`src/rtl/intdiv_pkg.sv`:
```
// Shared definitions for the integer-divide request controller: one-hot FSM
// encodings and the constants used to build divide-by-zero / overflow results.
package intdiv_pkg;

  localparam int FSM_W = 4;

  localparam int ST_IDLE_BIT  = 0;
  localparam int ST_ISSUE_BIT = 1;
  localparam int ST_WAIT_BIT  = 2;
  localparam int ST_RESP_BIT  = 3;

  typedef enum logic [FSM_W-1:0] {
    S_IDLE  = 4'b0001,
    S_ISSUE = 4'b0010,
    S_WAIT  = 4'b0100,
    S_RESP  = 4'b1000
  } state_e;

  localparam logic [31:0] ALL_ONES_32 = 32'hFFFF_FFFF;
  localparam logic [31:0] INT_MIN_32  = 32'h8000_0000;
  localparam logic [63:0] ALL_ONES_64 = 64'hFFFF_FFFF_FFFF_FFFF;
  localparam logic [63:0] INT_MIN_64  = 64'h8000_0000_0000_0000;

endpackage

```
`src/rtl/intdiv_req_ctrl_if.sv`:
```
// Request, divider and response signals of the divide controller; the slave
// modport is the controller's view, master is the surrounding logic's view.
interface intdiv_req_ctrl_if #(
  parameter int D_W   = 32,
  parameter int TAG_W = 5
);
  logic             flush_i;

  logic             req_valid_i;
  logic             req_ready_o;
  logic [TAG_W-1:0] req_tag_i;
  logic             req_signed_i;
  logic             req_rem_i;
  logic [D_W-1:0]   req_dividend_i;
  logic [D_W-1:0]   req_divisor_i;

  logic             div_start_valid_o;
  logic             div_start_ready_i;
  logic             div_signed_op_o;
  logic [D_W-1:0]   div_dividend_o;
  logic [D_W-1:0]   div_divisor_o;
  logic             div_flush_o;

  logic             div_finish_valid_i;
  logic             div_finish_ready_o;
  logic [D_W-1:0]   div_quotient_i;
  logic [D_W-1:0]   div_remainder_i;
  logic             div_divisor_is_zero_i;

  logic             rsp_valid_o;
  logic             rsp_ready_i;
  logic [TAG_W-1:0] rsp_tag_o;
  logic [D_W-1:0]   rsp_data_o;
  logic             rsp_bypass_o;

  modport slave (
    input  flush_i,
    input  req_valid_i, req_tag_i, req_signed_i, req_rem_i, req_dividend_i, req_divisor_i,
    output req_ready_o,
    output div_start_valid_o, div_signed_op_o, div_dividend_o, div_divisor_o, div_flush_o,
    input  div_start_ready_i,
    input  div_finish_valid_i, div_quotient_i, div_remainder_i, div_divisor_is_zero_i,
    output div_finish_ready_o,
    output rsp_valid_o, rsp_tag_o, rsp_data_o, rsp_bypass_o,
    input  rsp_ready_i
  );

  modport master (
    output flush_i,
    output req_valid_i, req_tag_i, req_signed_i, req_rem_i, req_dividend_i, req_divisor_i,
    input  req_ready_o,
    input  div_start_valid_o, div_signed_op_o, div_dividend_o, div_divisor_o, div_flush_o,
    output div_start_ready_i,
    output div_finish_valid_i, div_quotient_i, div_remainder_i, div_divisor_is_zero_i,
    input  div_finish_ready_o,
    input  rsp_valid_o, rsp_tag_o, rsp_data_o, rsp_bypass_o,
    output rsp_ready_i
  );
endinterface

```
`src/rtl/intdiv_special_case_detect.sv`:
```
// Spots requests whose answer is fixed by definition (divide by zero, signed
// INT_MIN / -1) and produces that answer so the divider can be skipped.
module intdiv_special_case_detect
  import intdiv_pkg::*;
#(
  parameter int D_W = 32
) (
  input  logic           is_signed,
  input  logic [D_W-1:0] dividend,
  input  logic [D_W-1:0] divisor,
  input  logic           rem,
  output logic           is_special,
  output logic [D_W-1:0] bypass_result
);
  localparam logic [D_W-1:0] ALL_ONES = (D_W == 64) ? D_W'(ALL_ONES_64) : D_W'(ALL_ONES_32);
  localparam logic [D_W-1:0] INT_MIN  = (D_W == 64) ? D_W'(INT_MIN_64)  : D_W'(INT_MIN_32);

  logic div_zero;
  logic overflow;

  assign div_zero = (divisor == '0);
  assign overflow = is_signed && (dividend == INT_MIN) && (divisor == ALL_ONES);

  assign is_special = div_zero | overflow;

  // Divide-by-zero wins: INT_MIN / 0 is still a zero divisor, not an overflow.
  always_comb begin
    bypass_result = '0;
    if (div_zero)      bypass_result = rem ? dividend : ALL_ONES;
    else if (overflow) bypass_result = rem ? '0 : dividend;
  end
endmodule

```
`src/rtl/intdiv_req_ctrl.sv`:
```
// Single-outstanding request controller in front of an iterative divider;
// trivial cases are answered locally, flush aborts whatever is in flight.
module intdiv_req_ctrl
  import intdiv_pkg::*;
#(
  parameter int D_W   = 32,
  parameter int TAG_W = 5
) (
  input logic               clk,
  input logic               rst_n,
  intdiv_req_ctrl_if.slave  bus
);
  state_e state_q, state_d;

  logic             flush;
  logic             req_ready, start_valid, finish_ready, rsp_valid;
  logic             accept, finish_hs;
  logic             is_special;
  logic [D_W-1:0]   bypass_result;

  logic [TAG_W-1:0] tag_q;
  logic             signed_q;
  logic             rem_q;
  logic [D_W-1:0]   dividend_q;
  logic [D_W-1:0]   divisor_q;
  logic [D_W-1:0]   result_q;
  logic             bypass_q;

  // The divider's own zero flag is redundant: zero divisors never reach it.
  logic unused_div_zero;
  assign unused_div_zero = bus.div_divisor_is_zero_i;

  assign flush = bus.flush_i;

  intdiv_special_case_detect #(.D_W(D_W)) u_special (
    .is_signed     (bus.req_signed_i),
    .dividend      (bus.req_dividend_i),
    .divisor       (bus.req_divisor_i),
    .rem           (bus.req_rem_i),
    .is_special    (is_special),
    .bypass_result (bypass_result)
  );

  always_ff @(posedge clk or negedge rst_n) begin
    if (!rst_n) state_q <= S_IDLE;
    else        state_q <= state_d;
  end

  always_comb begin
    state_d      = state_q;
    req_ready    = 1'b0;
    start_valid  = 1'b0;
    finish_ready = 1'b0;
    rsp_valid    = 1'b0;
    case (1'b1)
      state_q[ST_IDLE_BIT]: begin
        req_ready = ~flush;
        if (bus.req_valid_i && req_ready) state_d = is_special ? S_RESP : S_ISSUE;
      end
      state_q[ST_ISSUE_BIT]: begin
        start_valid = ~flush;
        if (start_valid && bus.div_start_ready_i) state_d = S_WAIT;
      end
      state_q[ST_WAIT_BIT]: begin
        finish_ready = ~flush;
        if (bus.div_finish_valid_i && finish_ready) state_d = S_RESP;
      end
      state_q[ST_RESP_BIT]: begin
        rsp_valid = ~flush;
        if (rsp_valid && bus.rsp_ready_i) state_d = S_IDLE;
      end
      default: state_d = S_IDLE;
    endcase
    if (flush) state_d = S_IDLE;
  end

  assign accept    = req_ready & bus.req_valid_i;
  assign finish_hs = finish_ready & bus.div_finish_valid_i;

  // Payload registers carry no reset; their outputs are qualified by the FSM.
  always_ff @(posedge clk) begin
    if (accept) begin
      tag_q      <= bus.req_tag_i;
      signed_q   <= bus.req_signed_i;
      rem_q      <= bus.req_rem_i;
      dividend_q <= bus.req_dividend_i;
      divisor_q  <= bus.req_divisor_i;
      result_q   <= bypass_result;
      bypass_q   <= is_special;
    end else if (finish_hs) begin
      result_q   <= rem_q ? bus.div_remainder_i : bus.div_quotient_i;
      bypass_q   <= 1'b0;
    end
  end

  assign bus.req_ready_o        = req_ready;
  assign bus.div_start_valid_o  = start_valid;
  assign bus.div_signed_op_o    = signed_q;
  assign bus.div_dividend_o     = dividend_q;
  assign bus.div_divisor_o      = divisor_q;
  assign bus.div_flush_o        = flush;
  assign bus.div_finish_ready_o = finish_ready;
  assign bus.rsp_valid_o        = rsp_valid;
  assign bus.rsp_tag_o          = tag_q;
  assign bus.rsp_data_o         = result_q;
  assign bus.rsp_bypass_o       = bypass_q;
endmodule

```
`src/flat_wrapper.sv`:
```
// flat-port wrapper written by rule: the top's interface ports become plain ports
module intdiv_req_ctrl_flat import intdiv_pkg::*;
#(
  parameter int D_W   = 32,
  parameter int TAG_W = 5
)
  (clk, rst_n, bus_flush_i, bus_req_valid_i, bus_req_tag_i, bus_req_signed_i, bus_req_rem_i, bus_req_dividend_i, bus_req_divisor_i, bus_req_ready_o, bus_div_start_valid_o, bus_div_signed_op_o, bus_div_dividend_o, bus_div_divisor_o, bus_div_flush_o, bus_div_start_ready_i, bus_div_finish_valid_i, bus_div_quotient_i, bus_div_remainder_i, bus_div_divisor_is_zero_i, bus_div_finish_ready_o, bus_rsp_valid_o, bus_rsp_tag_o, bus_rsp_data_o, bus_rsp_bypass_o, bus_rsp_ready_i);
  intdiv_req_ctrl_if #(.D_W(D_W), .TAG_W(TAG_W)) bus_i ();
  input logic clk;
  input logic rst_n;
  input wire logic [$bits(bus_i.flush_i)-1:0] bus_flush_i;
  input wire logic [$bits(bus_i.req_valid_i)-1:0] bus_req_valid_i;
  input wire logic [$bits(bus_i.req_tag_i)-1:0] bus_req_tag_i;
  input wire logic [$bits(bus_i.req_signed_i)-1:0] bus_req_signed_i;
  input wire logic [$bits(bus_i.req_rem_i)-1:0] bus_req_rem_i;
  input wire logic [$bits(bus_i.req_dividend_i)-1:0] bus_req_dividend_i;
  input wire logic [$bits(bus_i.req_divisor_i)-1:0] bus_req_divisor_i;
  output wire logic [$bits(bus_i.req_ready_o)-1:0] bus_req_ready_o;
  output wire logic [$bits(bus_i.div_start_valid_o)-1:0] bus_div_start_valid_o;
  output wire logic [$bits(bus_i.div_signed_op_o)-1:0] bus_div_signed_op_o;
  output wire logic [$bits(bus_i.div_dividend_o)-1:0] bus_div_dividend_o;
  output wire logic [$bits(bus_i.div_divisor_o)-1:0] bus_div_divisor_o;
  output wire logic [$bits(bus_i.div_flush_o)-1:0] bus_div_flush_o;
  input wire logic [$bits(bus_i.div_start_ready_i)-1:0] bus_div_start_ready_i;
  input wire logic [$bits(bus_i.div_finish_valid_i)-1:0] bus_div_finish_valid_i;
  input wire logic [$bits(bus_i.div_quotient_i)-1:0] bus_div_quotient_i;
  input wire logic [$bits(bus_i.div_remainder_i)-1:0] bus_div_remainder_i;
  input wire logic [$bits(bus_i.div_divisor_is_zero_i)-1:0] bus_div_divisor_is_zero_i;
  output wire logic [$bits(bus_i.div_finish_ready_o)-1:0] bus_div_finish_ready_o;
  output wire logic [$bits(bus_i.rsp_valid_o)-1:0] bus_rsp_valid_o;
  output wire logic [$bits(bus_i.rsp_tag_o)-1:0] bus_rsp_tag_o;
  output wire logic [$bits(bus_i.rsp_data_o)-1:0] bus_rsp_data_o;
  output wire logic [$bits(bus_i.rsp_bypass_o)-1:0] bus_rsp_bypass_o;
  input wire logic [$bits(bus_i.rsp_ready_i)-1:0] bus_rsp_ready_i;
  assign bus_i.flush_i = bus_flush_i;
  assign bus_i.req_valid_i = bus_req_valid_i;
  assign bus_i.req_tag_i = bus_req_tag_i;
  assign bus_i.req_signed_i = bus_req_signed_i;
  assign bus_i.req_rem_i = bus_req_rem_i;
  assign bus_i.req_dividend_i = bus_req_dividend_i;
  assign bus_i.req_divisor_i = bus_req_divisor_i;
  assign bus_req_ready_o = bus_i.req_ready_o;
  assign bus_div_start_valid_o = bus_i.div_start_valid_o;
  assign bus_div_signed_op_o = bus_i.div_signed_op_o;
  assign bus_div_dividend_o = bus_i.div_dividend_o;
  assign bus_div_divisor_o = bus_i.div_divisor_o;
  assign bus_div_flush_o = bus_i.div_flush_o;
  assign bus_i.div_start_ready_i = bus_div_start_ready_i;
  assign bus_i.div_finish_valid_i = bus_div_finish_valid_i;
  assign bus_i.div_quotient_i = bus_div_quotient_i;
  assign bus_i.div_remainder_i = bus_div_remainder_i;
  assign bus_i.div_divisor_is_zero_i = bus_div_divisor_is_zero_i;
  assign bus_div_finish_ready_o = bus_i.div_finish_ready_o;
  assign bus_rsp_valid_o = bus_i.rsp_valid_o;
  assign bus_rsp_tag_o = bus_i.rsp_tag_o;
  assign bus_rsp_data_o = bus_i.rsp_data_o;
  assign bus_rsp_bypass_o = bus_i.rsp_bypass_o;
  assign bus_i.rsp_ready_i = bus_rsp_ready_i;
  intdiv_req_ctrl #(.D_W(D_W), .TAG_W(TAG_W)) u_core (.clk(clk), .rst_n(rst_n), .bus(bus_i));
endmodule
```
`config.mk`:
```
export PLATFORM = sky130hd
export DESIGN_NAME = intdiv_req_ctrl_flat
export DESIGN_NICKNAME = d
export VERILOG_FILES = /design/src/rtl/intdiv_pkg.sv /design/src/rtl/intdiv_req_ctrl_if.sv /design/src/rtl/intdiv_special_case_detect.sv /design/src/rtl/intdiv_req_ctrl.sv /design/src/flat_wrapper.sv
export SDC_FILE = /design/constraint.sdc
export NUM_CORES = 1
export LEC_CHECK = 0
export CELL_PAD_IN_SITES_DETAIL_PLACEMENT = 1
export CELL_PAD_IN_SITES_GLOBAL_PLACEMENT = 1
export CORE_MARGIN = 1
export CORE_UTILIZATION = 32
export CTS_CLUSTER_SIZE = 25
export DETAILED_ROUTE_END_ITERATION = 6
export GPL_TIMING_DRIVEN = 0
export PLACE_DENSITY_LB_ADDON = 0.1
export SYNTH_ARGS = -nofsm -noshare
export SYNTH_HDL_FRONTEND = slang
export SYNTH_HIERARCHICAL = 1
export SYNTH_SLANG_ARGS = --single-unit
```
`constraint.sdc`:
```
create_clock -name clk -period 6.6 [get_ports clk]
set_input_delay 0.99 -clock clk [delete_from_list [all_inputs] [get_ports clk]]
set_output_delay 0.99 -clock clk [all_outputs]
set_load 0.01 [all_outputs]
```
==> results.py <==
metrics = {
    "status": {
        "outcome": "finished, final reports clean",
    },
    "placement": {
        "gp_congestion": 0.745,
        "dp_hpwl_microns": 11900,
        "port_buffers": 248,
    },
    "timing": {
        "fmaxAchievable_ghz": 0.296,
        "fin_setup_tns_ps": 0,
        "finClkSkew_ps": 8.32,
        "period_share_pct": 51.2,
        "slew_violations": 0,
        "slew-limit-headroom_pct": 42.0,
        "setup_viol": 0,
        "finalHoldViolations": 0,
        "period_minus_slack_ps": 3380,
        "grt_setup_unrepaired": "false",
        "worst-slew-pin-transition_ps": 870,
    },
    "routing": {
        "routed_wl_microns": 15400,
        "first_pass_iters": 4,
        "wl_met2_microns": 7900,
        "via_count": 3797,
        "met1Wirelength_microns": 5770,
        "dr.max_layer_used": "met4",
        "routedWlPerCell_microns": 20.1,
        "drtAntennaViolNets": 0,
        "drc_errors": 0,
        "route.met3.wl_microns": 1390,
        "vias_per_cell": 4.94,
        "drtIter0Drc": 217,
    },
    "floorplanning": {
        "die_width_microns": 123,
        "rows": 43,
        "core-area_sq_um": 14000,
        "dieHeight_microns": 123,
        "initial_core_util_pct": 33.2,
        "die_area_sq_um": 15100,
        "io_pins": 251,
    },
    "finish": {
        "antenna_cells": 0,
        "area_growth_pct": 64.4,
        "drive_gt1_share_pct": 6.28,
        "fillers": 1428,
        "num-nets-final": 727,
    },
    "critical_path": {
        "critPathKind": "input port to register",
        "critPathSlowestCell": "a21o_2",
        "cpPeakStageDelay_ps": 760,
        "cp_cell_sequence": "clkdlybuf4s50_1 -> and3b_2 -> buf_6 -> buf_6 -> a21o_2",
        "worstPathRequired_ps": 6570,
        "cp_max_fo": 80,
        "start_kind": "input port",
        "crit_top_cell": "buf_6",
        "critPathCaptureType": "register",
        "crit_arrival_ps": 3350,
    },
    "clock_tree": {
        "clock_latency_ps": 350,
        "cts.sinks": 108,
        "cts_tree": "built",
        "cts_hold_buffers": 0,
        "post_cts_buffers": 0,
        "clk_pin_slew_ps": 70,
        "cts_resized": 0,
        "cts_buffer_depth": 2,
        "cts_made_buffers": 9,
        "cts_root_buffer": "clkbuf_16",
        "htreeDepth": 3,
    },
    "run": {
        "cap_violations": 0,
    },
    "power_and_ir_drop": {
        "peakVddDrop_mv": 0.109,
        "p_per_area_nw_per_um2": 207,
        "totalPowerFinal_mw": 1.59,
        "leakagePower_nw": 2.92,
    },
    "synthesis": {
        "ys_warn_count": 6,
        "synth_edf_count": 104,
        "ys_async_sr_fraction_pct": 3.70,
        "syn-cell-area_sq_um": 4660,
        "synth_nets": 468,
        "synthCells": 325,
        "syn_area_per_cell_sq_um": 14.3,
        "synthDistinctLibCells": 41,
        "synth_ff_type": "edfxtp_1",
        "ys_ff_latch": 108,
        "ys_seq_area_share_pct": 69.1,
    },
    "min_path": {
        "hp-class": "register to register",
    },
    "global_route": {
        "grt_pass1_vias": 3948,
        "track_usage_pct": 20.8,
        "grt_max_degree": 81,
        "antenna_found_initial": 0,
        "grt_pass1_wl_microns": 22600,
        "overflow": 0,
    },
}
[where the power goes]
part	switching, mW	total, mW	internal (mW)
clock	0.247	0.541	0.294
combinational	0.101	0.244	0.144
sequential	0.0108	0.804	0.793
total	0.358	1.59	1.23
[cell usage after synthesis, types with 4 or more instances]
library cell  instances  share of area [%]
a21o_1               31                5.0
buf_2                 9               0.97
buf_6                 5                1.2
clkbuf_1              5               0.40
edfxtp_1            104                 67
mux2i_1              32                6.9
nand2_1              36                2.9
nand4_1               7               0.94
nor2_1                4               0.32
nor2b_1               4               0.54
nor4_1               11                1.5
o21ai_0              32                3.4
[stage by stage]
| step | hold WS (ps) | instance area (sq um) | setup WS (ps) | instances | util (%) |
|---|---|---|---|---|---|
| final | 574 | 7670 | 3220 | 769 | 54.6 |
| after global placement | 530 | 7370 | 2360 | 753 | 52.5 |
| after floorplan | 486 | 4660 | 3510 | 325 | - |
| after global routing | 605 | 7670 | 3080 | 769 | 54.6 |
| after detailed placement | 553 | 7370 | 2800 | 753 | 52.5 |
| after CTS | 564 | 7670 | 3170 | 769 | 54.6 |
[flip-flops by register name, indices dropped and copies added, names as in the netlist]
| signal | count |
|---|---|
| u_core/bus.div_signed_op_o | 1 |
| u_core/bus.rsp_tag_o | 5 |
| u_core/bus.rsp_bypass_o | 1 |
| u_core/bus.rsp_data_o | 32 |
| u_core/rem_q | 1 |
| u_core/bus.div_divisor_o | 32 |
| u_core/bus.div_dividend_o | 32 |
| u_core/state_q | 4 |
[layer usage]
metal | up-vias | GRT usage, %
li1 | 1777 | -
met1 | 1825 | 23.0
met2 | 176 | 37.0
met3 | 19 | 6.23
met4 | 0 | 8.61
met5 | - | 0
[final timing paths]
kind / start / to / slack, ps / cells after the start
worst max-delay path: bus_req_valid_i / u_core/bus.rsp_data_o[27] / 3220 / 5
worst min-delay path: u_core/state_q[2] / u_core/state_q[0] / 570 / 1
worst max register to register: u_core/state_q[0] / u_core/bus.rsp_data_o[27] / 3930 / 4
worst min register to register: u_core/state_q[2] / u_core/state_q[0] / 570 / 1
max in group asynchronous: rst_n / u_core/state_q[0] / 5490 / 1
min in group asynchronous: rst_n / u_core/state_q[2] / 860 / 1
[area by class of cell]
cell class | instances | area (sq um) | area share, %
plain buffers | 20 | 128 | 1.66
clock buffers | 10 | 229 | 2.99
clock inverters | 6 | 65.1 | 0.849
inverters | 3 | 11.3 | 0.147
multi-input cells | 194 | 1300 | 17.0
flip-flops and latches | 108 | 3220 | 42.1
well taps | 180 | 225 | 2.94
repair buffers | 248 | 2480 | 32.4
[placed cells by master, fill, tap and decap left out, drive strengths merged, types with 2 or more instances in the layout]
cell type / synthesis / routed
nand4: 7 / 7
or4: 4 / 4
nor4: 12 / 12
nor2: 4 / 4
clkbuf: 5 / 15
inv: 3 / 3
nand3: 2 / 2
dfrtp: 3 / 3
nor2b: 4 / 4
o21bai: 2 / 2
clkinv: 0 / 2
buf: 15 / 15
nand2: 36 / 36
clkdlybuf4s50: 0 / 248
o41ai: 2 / 2
nand4b: 2 / 2
mux2i: 32 / 32
o21ai: 34 / 34
a31oi: 2 / 2
clkinvlp: 0 / 3
nor3b: 3 / 3
edfxtp: 104 / 104
nor3: 3 / 3
a21o: 32 / 32
and3b: 2 / 2
or4b: 2 / 2
[cells by family after synthesis]
logic type / after synthesis / share of synthesized area, %
simple gates: 85 / 10.2
flops: 108 / 69.1
mux: 32 / 6.87
compound gates: 77 / 10.8
buf+inv: 23 / 2.98
[worst max-delay path, delay by kind of cell]
| kind | cells | cell delay, ps |
|---|---|---|
| buffers and inverters | 3 | 1320 |
| AND/OR/NAND/NOR | 1 | 260 |
| AO/OA/AOI/OAI | 1 | 760 |
Note: power is estimated with default switching activity, not from simulation.
